--- config.mk ---
export PLATFORM = sky130hd
export DESIGN_NAME = dcache_write_buffer
export DESIGN_NICKNAME = d
export VERILOG_FILES = /design/src/rtl/dcache_write_buffer.sv
export SDC_FILE = /design/constraint.sdc
export NUM_CORES = 1
export LEC_CHECK = 0
export ABC_CLOCK_PERIOD_IN_PS = 2590
export CORE_MARGIN = 3
export CORE_UTILIZATION = 40
export DETAILED_ROUTE_END_ITERATION = 10
export PLACE_DENSITY = 0.62
export SETUP_SLACK_MARGIN = 0.1
export SYNTH_ARGS = -nofsm -noshare
export SYNTH_HDL_FRONTEND = slang
export SYNTH_SLANG_ARGS = --single-unit
export TNS_END_PERCENT = 30
--- constraint.sdc ---
create_clock -name clk -period 2.59 [get_ports clk]
set_input_delay 0.518 -clock clk [delete_from_list [all_inputs] [get_ports clk]]
set_output_delay 0.518 -clock clk [all_outputs]
set_load 0.03 [all_outputs]
--- src/rtl/dcache_write_buffer.sv ---
// dcache_write_buffer: write-through FIFO between the dcache write port and
// the main-memory write path. It drains one entry at a time whenever no cache
// fill is active, and holds each write on mem_* until memory accepts it.
// Optional feature macro: WB_FORWARD_EN. When it is defined, loads can read
// data from buffered writes whose address matches (store-to-load forwarding).
module dcache_write_buffer #(
  parameter int DEPTH  = 4,
  parameter int ADDR_W = 16,
  parameter int DATA_W = 16
) (
  input  logic              clk,
  input  logic              rst_n,
  input  logic              wr_req_valid,
  input  logic [ADDR_W-1:0] wr_req_addr,
  input  logic [DATA_W-1:0] wr_req_data,
  output logic              wr_req_ready,
  input  logic              fill_busy,
  output logic              buf_empty,
  output logic [ADDR_W-1:0] mem_addr,
  output logic [DATA_W-1:0] mem_write_data,
  output logic              mem_wr,
  input  logic              mem_busy,
  input  logic [ADDR_W-1:0] rd_addr,
  output logic              rd_hit,
  output logic [DATA_W-1:0] rd_data
);
  localparam int PTR_W = $clog2(DEPTH);
  localparam int CNT_W = $clog2(DEPTH + 1);

  typedef struct packed {
    logic [ADDR_W-1:0] addr;
    logic [DATA_W-1:0] data;
  } entry_t;

  typedef enum logic {IDLE, ISSUE} state_e;

  entry_t             buf_q [DEPTH];
  logic [PTR_W-1:0]   head_q, head_d, tail_q, tail_d, head_nxt;
  logic [CNT_W-1:0]   count_q, count_d;
  state_e             state_q, state_d;
  logic               mem_wr_q, mem_wr_d;
  logic [ADDR_W-1:0]  mem_addr_q, mem_addr_d;
  logic [DATA_W-1:0]  mem_data_q, mem_data_d;
  logic               push, pop, full;

  assign full         = (count_q == CNT_W'(DEPTH));
  assign wr_req_ready = ~full;
  assign push         = wr_req_valid & wr_req_ready;
  assign head_nxt     = head_q + PTR_W'(1);
  assign buf_empty    = (count_q == '0) && (state_q == IDLE);

  assign mem_wr         = mem_wr_q;
  assign mem_addr       = mem_addr_q;
  assign mem_write_data = mem_data_q;

  // Entry storage: no reset needed, occupancy is tracked by count/pointers.
  always_ff @(posedge clk) begin
    if (push) buf_q[tail_q] <= '{addr: wr_req_addr, data: wr_req_data};
  end

  // Drain FSM next state: start a write from IDLE, chain writes back-to-back.
  always_comb begin
    state_d    = state_q;
    mem_wr_d   = mem_wr_q;
    mem_addr_d = mem_addr_q;
    mem_data_d = mem_data_q;
    pop        = 1'b0;
    case (state_q)
      IDLE: begin
        if (count_q != '0 && !fill_busy) begin
          mem_wr_d   = 1'b1;
          mem_addr_d = buf_q[head_q].addr;
          mem_data_d = buf_q[head_q].data;
          state_d    = ISSUE;
        end
      end
      ISSUE: begin
        if (!mem_busy) begin
          pop = 1'b1;
          // Only entries already stored count; a same-cycle enqueue waits.
          if (count_q > CNT_W'(1) && !fill_busy) begin
            mem_addr_d = buf_q[head_nxt].addr;
            mem_data_d = buf_q[head_nxt].data;
          end else begin
            mem_wr_d   = 1'b0;
            mem_addr_d = '0;
            mem_data_d = '0;
            state_d    = IDLE;
          end
        end
      end
      default: state_d = IDLE;
    endcase
  end

  // Pointer and occupancy next state.
  always_comb begin
    head_d  = pop  ? head_nxt : head_q;
    tail_d  = push ? tail_q + PTR_W'(1) : tail_q;
    count_d = count_q + CNT_W'(push) - CNT_W'(pop);
  end

  // State, pointers and registered memory-port outputs.
  always_ff @(posedge clk or negedge rst_n) begin
    if (!rst_n) begin
      state_q    <= IDLE;
      head_q     <= '0;
      tail_q     <= '0;
      count_q    <= '0;
      mem_wr_q   <= 1'b0;
      mem_addr_q <= '0;
      mem_data_q <= '0;
    end else begin
      state_q    <= state_d;
      head_q     <= head_d;
      tail_q     <= tail_d;
      count_q    <= count_d;
      mem_wr_q   <= mem_wr_d;
      mem_addr_q <= mem_addr_d;
      mem_data_q <= mem_data_d;
    end
  end

`ifdef WB_FORWARD_EN
  // Forwarding lookup, oldest to newest so the newest match wins; the
  // in-flight head stays visible until memory accepts it.
  always_comb begin
    logic [PTR_W-1:0] idx;
    rd_hit  = 1'b0;
    rd_data = '0;
    for (int i = 0; i < DEPTH; i++) begin
      idx = head_q + PTR_W'(i);
      if (CNT_W'(i) < count_q && buf_q[idx].addr == rd_addr) begin
        rd_hit  = 1'b1;
        rd_data = buf_q[idx].data;
      end
    end
  end
`else
  logic unused_rd_addr;
  assign unused_rd_addr = ^rd_addr;
  assign rd_hit         = 1'b0;
  assign rd_data        = '0;
`endif

endmodule

Word level (Yosys, flattened, before mapping)
Memories as Yosys holds them, arrays and structs flattened.
Index checks and enable logic that the tools add are counted.
{"block": "word_totals", "word_cells": 48, "ramBits": 128, "mem_count": 1, "reg_bits": 41, "out_inout_bits": 52, "inputBits": 53}
{"name": "buf_q", "words": 4, "width": 32, "rd": 2, "rd_clocked_by_memory_dff": 0, "wr": 1, "line_no": "37", "source": "entry_t buf_q [DEPTH];"}
{"block": "op_classes", "n_mux": 20, "n_eq_ne": 4, "n_addsub": 4, "n_reduce_logical": 8, "n_bitwise": 3, "order_cmp": 1}
{"op": "16-bit 2-to-1 mux", "count": 6}
{"op": "16-bit one-hot mux with 2 select lines", "count": 2}
{"op": "1-bit 2-to-1 mux", "count": 10}
{"op": "2-bit by 1-bit adder with 2-bit output, second input constant", "count": 2}
{"op": "2-bit inequality test, second input constant", "count": 2}
{"op": "1-bit one-hot mux with 2 select lines", "count": 2}
{"op": "3-bit by 1-bit adder with 3-bit output", "count": 1}
{"op": "3-bit equality test, second input constant", "count": 1}
{"op": "3-bit by 1-bit greater-than comparator with 1-bit output, second input constant", "count": 1}
{"op": "1-bit logical AND", "count": 3}
{"op": "3-bit logical NOT", "count": 1}
{"op": "3-bit AND reduction", "count": 1}
{"op": "3-bit nonzero test", "count": 1}
{"op": "3-bit by 1-bit subtractor with 3-bit output", "count": 1}
{"op": "2-bit by 1-bit inequality test with 1-bit output, second input constant", "count": 1}
{"op": "1-bit NOT", "count": 2}
{"op": "2-bit AND reduction", "count": 1}
{"op": "1-bit AND", "count": 1}
{"op": "1-bit logical NOT", "count": 1}

Longest topological paths before layout
{"block": "depth", "word_depth": 5, "depth_mapped": 9, "ltp_nobuf": 9}

Worst setup path after synthesis
OpenSTA, ideal clock, no wires.
{"block": "synth_path", "path_kind": "register to register", "from": "reg count_q[0]", "to": "reg count_q[2]", "setup_time_ps": 122, "stages_incl_launch_ff": 10, "arrival_ps": 2202, "n_path_buf": 0, "period_less_slack_ps": 2323, "setup_slack_ps": 267, "required_ps": 2468, "cell_sequence": "dfrtp_1 > or3b_1 > and2_4 > inv_1 > ha_1 > inv_1 > ha_1 > inv_1 > fa_1 > xor2_1"}
{"block": "synth_between", "elab_chain_len": 5}
{"element": "start, declared", "line_no": "39", "source": "logic [CNT_W-1:0] count_q, count_d;"}
{"element": "start signal, assigned", "line_no": "117", "source": "count_q <= count_d;"}
{"element": "3-bit equality test", "line_no": "46", "source": "assign full = (count_q == CNT_W'(DEPTH));"}
{"element": "1-bit NOT", "line_no": "47", "source": "assign wr_req_ready = ~full;"}
{"element": "net wr_req_ready", "line_no": "16", "source": "output logic wr_req_ready,"}
{"element": "1-bit AND", "line_no": "48", "source": "assign push = wr_req_valid & wr_req_ready;"}
{"element": "3-bit by 1-bit adder with 3-bit output", "line_no": "100", "source": "count_d = count_q + CNT_W'(push) - CNT_W'(pop);"}
{"element": "3-bit by 1-bit subtractor with 3-bit output", "line_no": "100"}
{"element": "net count_d[2]", "line_no": "39"}
The timed path passes the listed nets, and every way through them passes these cells.
A chain may end at the register's enable or synchronous reset.

Final worst setup path
{"block": "layout_path", "from": "reg count_q[0]", "to": "reg count_q[2]"}
{"block": "layout_between", "elab_chain_len": 5}
{"element": "3-bit equality test", "line_no": "46"}
{"element": "1-bit NOT", "line_no": "47"}
{"element": "1-bit AND", "line_no": "48"}
{"element": "3-bit by 1-bit adder with 3-bit output *", "line_no": "100"}
{"element": "3-bit by 1-bit subtractor with 3-bit output *", "line_no": "100"}
{"element": "net count_d[2]", "line_no": "39"}
Mark *: on every way through the listed nets, which the timed path passes. The rest lies on a longest branch.

==> results.md <==
## Synth
* Post-synth EDFFs: 128
* Distinct cells, synth: 33
* cell taking the most area after synthesis: sky130_fd_sc_hd__edfxtp_1
* YS warnings: 0
* FFs w/ async S/R, synth: 24.3%
* primary flip-flop cell chosen by synthesis mapping: sky130_fd_sc_hd__edfxtp_1
* flip-flop and latch count after synthesis: 169
* Post-synth top cells: sky130_fd_sc_hd__edfxtp_1 (128), sky130_fd_sc_hd__mux4_2 (64), sky130_fd_sc_hd__dfrtp_1 (41)
* count leader, synth: sky130_fd_sc_hd__edfxtp_1
* share of the synthesized area in the top cell type: 49.5%
* average size of a mapped cell: 16.6 um^2
* cell area after technology mapping: 7760 um^2
* portion of the post-synthesis area used by sequential elements: 62.8%
* largest cells by area after synthesis: sky130_fd_sc_hd__edfxtp_1 (50%), sky130_fd_sc_hd__mux4_2 (19%), sky130_fd_sc_hd__dfrtp_1 (13%)
* Post-Synthesis Cells: 466

## Timing
* Achievable Freq: 0.429 GHz
* Least-Margin Pin Slew: 0.958 ns
* hold slack final: 0.512 ns
* RSZ-0062 raised after global routing: no
* count of final max-slew check failures: 0
* setup TNS after final layout: 0 ns
* worst-case headroom to the max-slew limit: 36.2%
* count of endpoints failing hold in the final timing report: 0
* final critical path time including I/O delays and setup: 2.33 ns
* fraction of the cycle the final worst path needs: 89.9%
* final number of setup-violating endpoints: 0
* Fin Clk Skew: 0.00877 ns

## Route
* first-pass detailed-route iteration total: 4
* vias per inst: 5.73
* DRC violation total after the first TritonRoute iteration: 303
* average wire length per cell after detail routing: 22.2 um
* DRC: 0
* number of antenna-violating nets in the routed design: 0
* Vias: 4616
* drt total wl: 17900 um

## Finish
* Layout area overhead: 20.3%
* ratio of cells with drive above 1 in the final layout: 23.7%
* Layout Nets: 594
* antenna fix cells: 0

## CTS
* number of buffers on the longest clock path: 2
* TritonCTS clock tree: yes
* H-tree Lvls: 4
* clock buffer count from CTS: 17
* clock input transition at the sequential cells of the worst setup and hold paths: 0.06 ns
* sinks on the clock net: 169
* postcts setup bufs: 0
* worst-skew pair later-pin latency: 0.42 ns
* clock root buffer: sky130_fd_sc_hd__clkbuf_16

## Power
* Final Total Pwr: 11.1 mW
* pwr/cell area: 1190 nW/um^2
* largest voltage drop on the vdd net: 0.000556 V
* Pleak: 3.15 nW

## Floorplanning
* number of rows in the core area: 50
* die area: 21100 um^2
* die extent in x: 145 um
* effective utilization at floorplan: 41.1%
* die height: 145 um
* I/O pin count: 105
* area of the core: 18900 um^2

## Placement
* DP Wirelength: 10300 um
* total of buffers placed on input and output ports: 71
* Final GP Congestion: 0.713

## GRT
* via count of the first global-routing pass: 5085
* pin count of the biggest net entering global routing: 38
* wire length of the first global-routing pass: 28300 um
* GR Overflow Total: 0
* number of antenna violations at the first check in global routing: 0
* combined global-route utilization of all metal layers: 17.4%

## Hold path
* type of the tightest min-delay check: reg2reg
* Min-Delay Path Depth: 2

## Worst setup path
* Crit path arrival time: 2.63 ns
* Worst Reg-to-Reg Cells: 9
* launching element type of the critical path: flop
* crit path max fanout: 6
* Required @ worst endpoint: 2.89 ns
* CP Class: reg2reg
* kind of end point of the critical path: flop

## Status
* result of the run: finished clean

## Run
* max cap viols: 0

-- final timing paths --
| path | startpoint | endpoint | slack [ns] |
|---|---|---|---|
| max | count_q[0] | count_q[2] | 0.26 |
| max in group asynchronous | rst_n | head_q[0] | 1.45 |
| min in group asynchronous | rst_n | mem_write_data[3] | 0.53 |
| min | mem_write_data[6] | mem_write_data[6] | 0.51 |
| min reg2reg | mem_write_data[6] | mem_write_data[6] | 0.51 |
| max reg2reg | count_q[0] | count_q[2] | 0.26 |
-- critical path: stages (launching register included) --
cell	delay, ns
sky130_fd_sc_hd__dfrtp_1	0.46
sky130_fd_sc_hd__or3b_1	0.49
sky130_fd_sc_hd__and2_4	0.21
sky130_fd_sc_hd__inv_1	0.06
sky130_fd_sc_hd__ha_1	0.23
sky130_fd_sc_hd__inv_1	0.06
sky130_fd_sc_hd__ha_1	0.13
sky130_fd_sc_hd__inv_1	0.05
sky130_fd_sc_hd__fa_1	0.37
sky130_fd_sc_hd__xor2_1	0.17
-- registers in the layout, summed over array words and instances, names as in the netlist --
signal / count
count_q: 3
tail_q: 2
mem_write_data: 16
mem_wr: 1
buf_q: 128
state_q: 1
mem_addr: 16
head_q: 2
-- layout by cell type, fill, tap and decap left out, types with 2 or more instances in the layout --
master                            netlist  routed
sky130_fd_sc_hd__and3_2                 0       4
sky130_fd_sc_hd__dfrtp_1               41      39
sky130_fd_sc_hd__inv_1                 11      11
sky130_fd_sc_hd__conb_1                 1      17
sky130_fd_sc_hd__clkdlybuf4s50_1        0      68
sky130_fd_sc_hd__mux2_2                 2       2
sky130_fd_sc_hd__clkinv_2               0       4
sky130_fd_sc_hd__buf_12                 0       8
sky130_fd_sc_hd__xnor2_1                3       3
sky130_fd_sc_hd__inv_6                  0       3
sky130_fd_sc_hd__clkinvlp_4             0       6
sky130_fd_sc_hd__ha_1                   8       8
sky130_fd_sc_hd__buf_4                 20      11
sky130_fd_sc_hd__edfxtp_1             128     128
sky130_fd_sc_hd__o21ai_0               29      29
sky130_fd_sc_hd__nand2_1                2       2
sky130_fd_sc_hd__o211ai_1              32      32
sky130_fd_sc_hd__a31oi_1                2       2
sky130_fd_sc_hd__o21ai_1                5       5
sky130_fd_sc_hd__mux4_2                64      64
sky130_fd_sc_hd__clkbuf_16              0      17
sky130_fd_sc_hd__nand4_1               32      32
sky130_fd_sc_hd__nand3_1               32      32
-- cell type report --
type                       instances  area (um^2)
clock buffer                      18          439
clock inverter                    14          121
fill                            1576         9560
inverter                          12         45.0
multi-input combinational        242         2580
sequential                       169         4870
tap                              260          325
timing repair buffer              90          947
-- metal layers --
layer | vias up | part of all wire [%] | GRT usage (%)
met5 | - | 0 | 0
met4 | 0 | 0.96 | 5.65
met3 | 20 | 6.7 | 4.25
met2 | 167 | 52 | 30.5
met1 | 2427 | 40 | 21.3
li1 | 2002 | - | -
-- power by group --
| group | total (mW) | switching, mW | leakage, nW | internal [mW] |
|---|---|---|---|---|
| registers | 4.20 | 0.519 | 1.68 | 3.68 |
| clock network | 2.38 | 1.03 | 0.261 | 1.35 |
| logic | 4.49 | 2.34 | 1.20 | 2.14 |
| total | 11.1 | 3.89 | 3.15 | 7.17 |
-- cells by family after synthesis --
family	synth area share, %
DFF	62.8
buffers and inverters	4.97
AOI/OAI and AO/OA	5.58
and+or+nand+nor	5.77
xor gates and xnor gates	0.452
muxes	18.9
adders and majority gates	1.55
other	0.0483
-- stage by stage --
stage | util [%] | instances | worst slack, ns | area, um^2
after floorplan | - | 482 | 0.267 | 7820
after global placement | 46.4 | 772 | 0.179 | 8760
after detailed placement | 46.4 | 772 | 0.134 | 8760
after CTS | 49.4 | 805 | 0.251 | 9330
after global routing | 49.4 | 805 | 0.147 | 9330
final | 49.4 | 805 | 0.260 | 9330
-- repair_timing --
item | in CTS | in global routing
gates resized for setup | 1 | 0
hold buffers | 1 | 0
endpoints found under the setup margin | 1 | 0
endpoints found under the hold margin | 10 | 0
(Power assumes the default switching activity.)
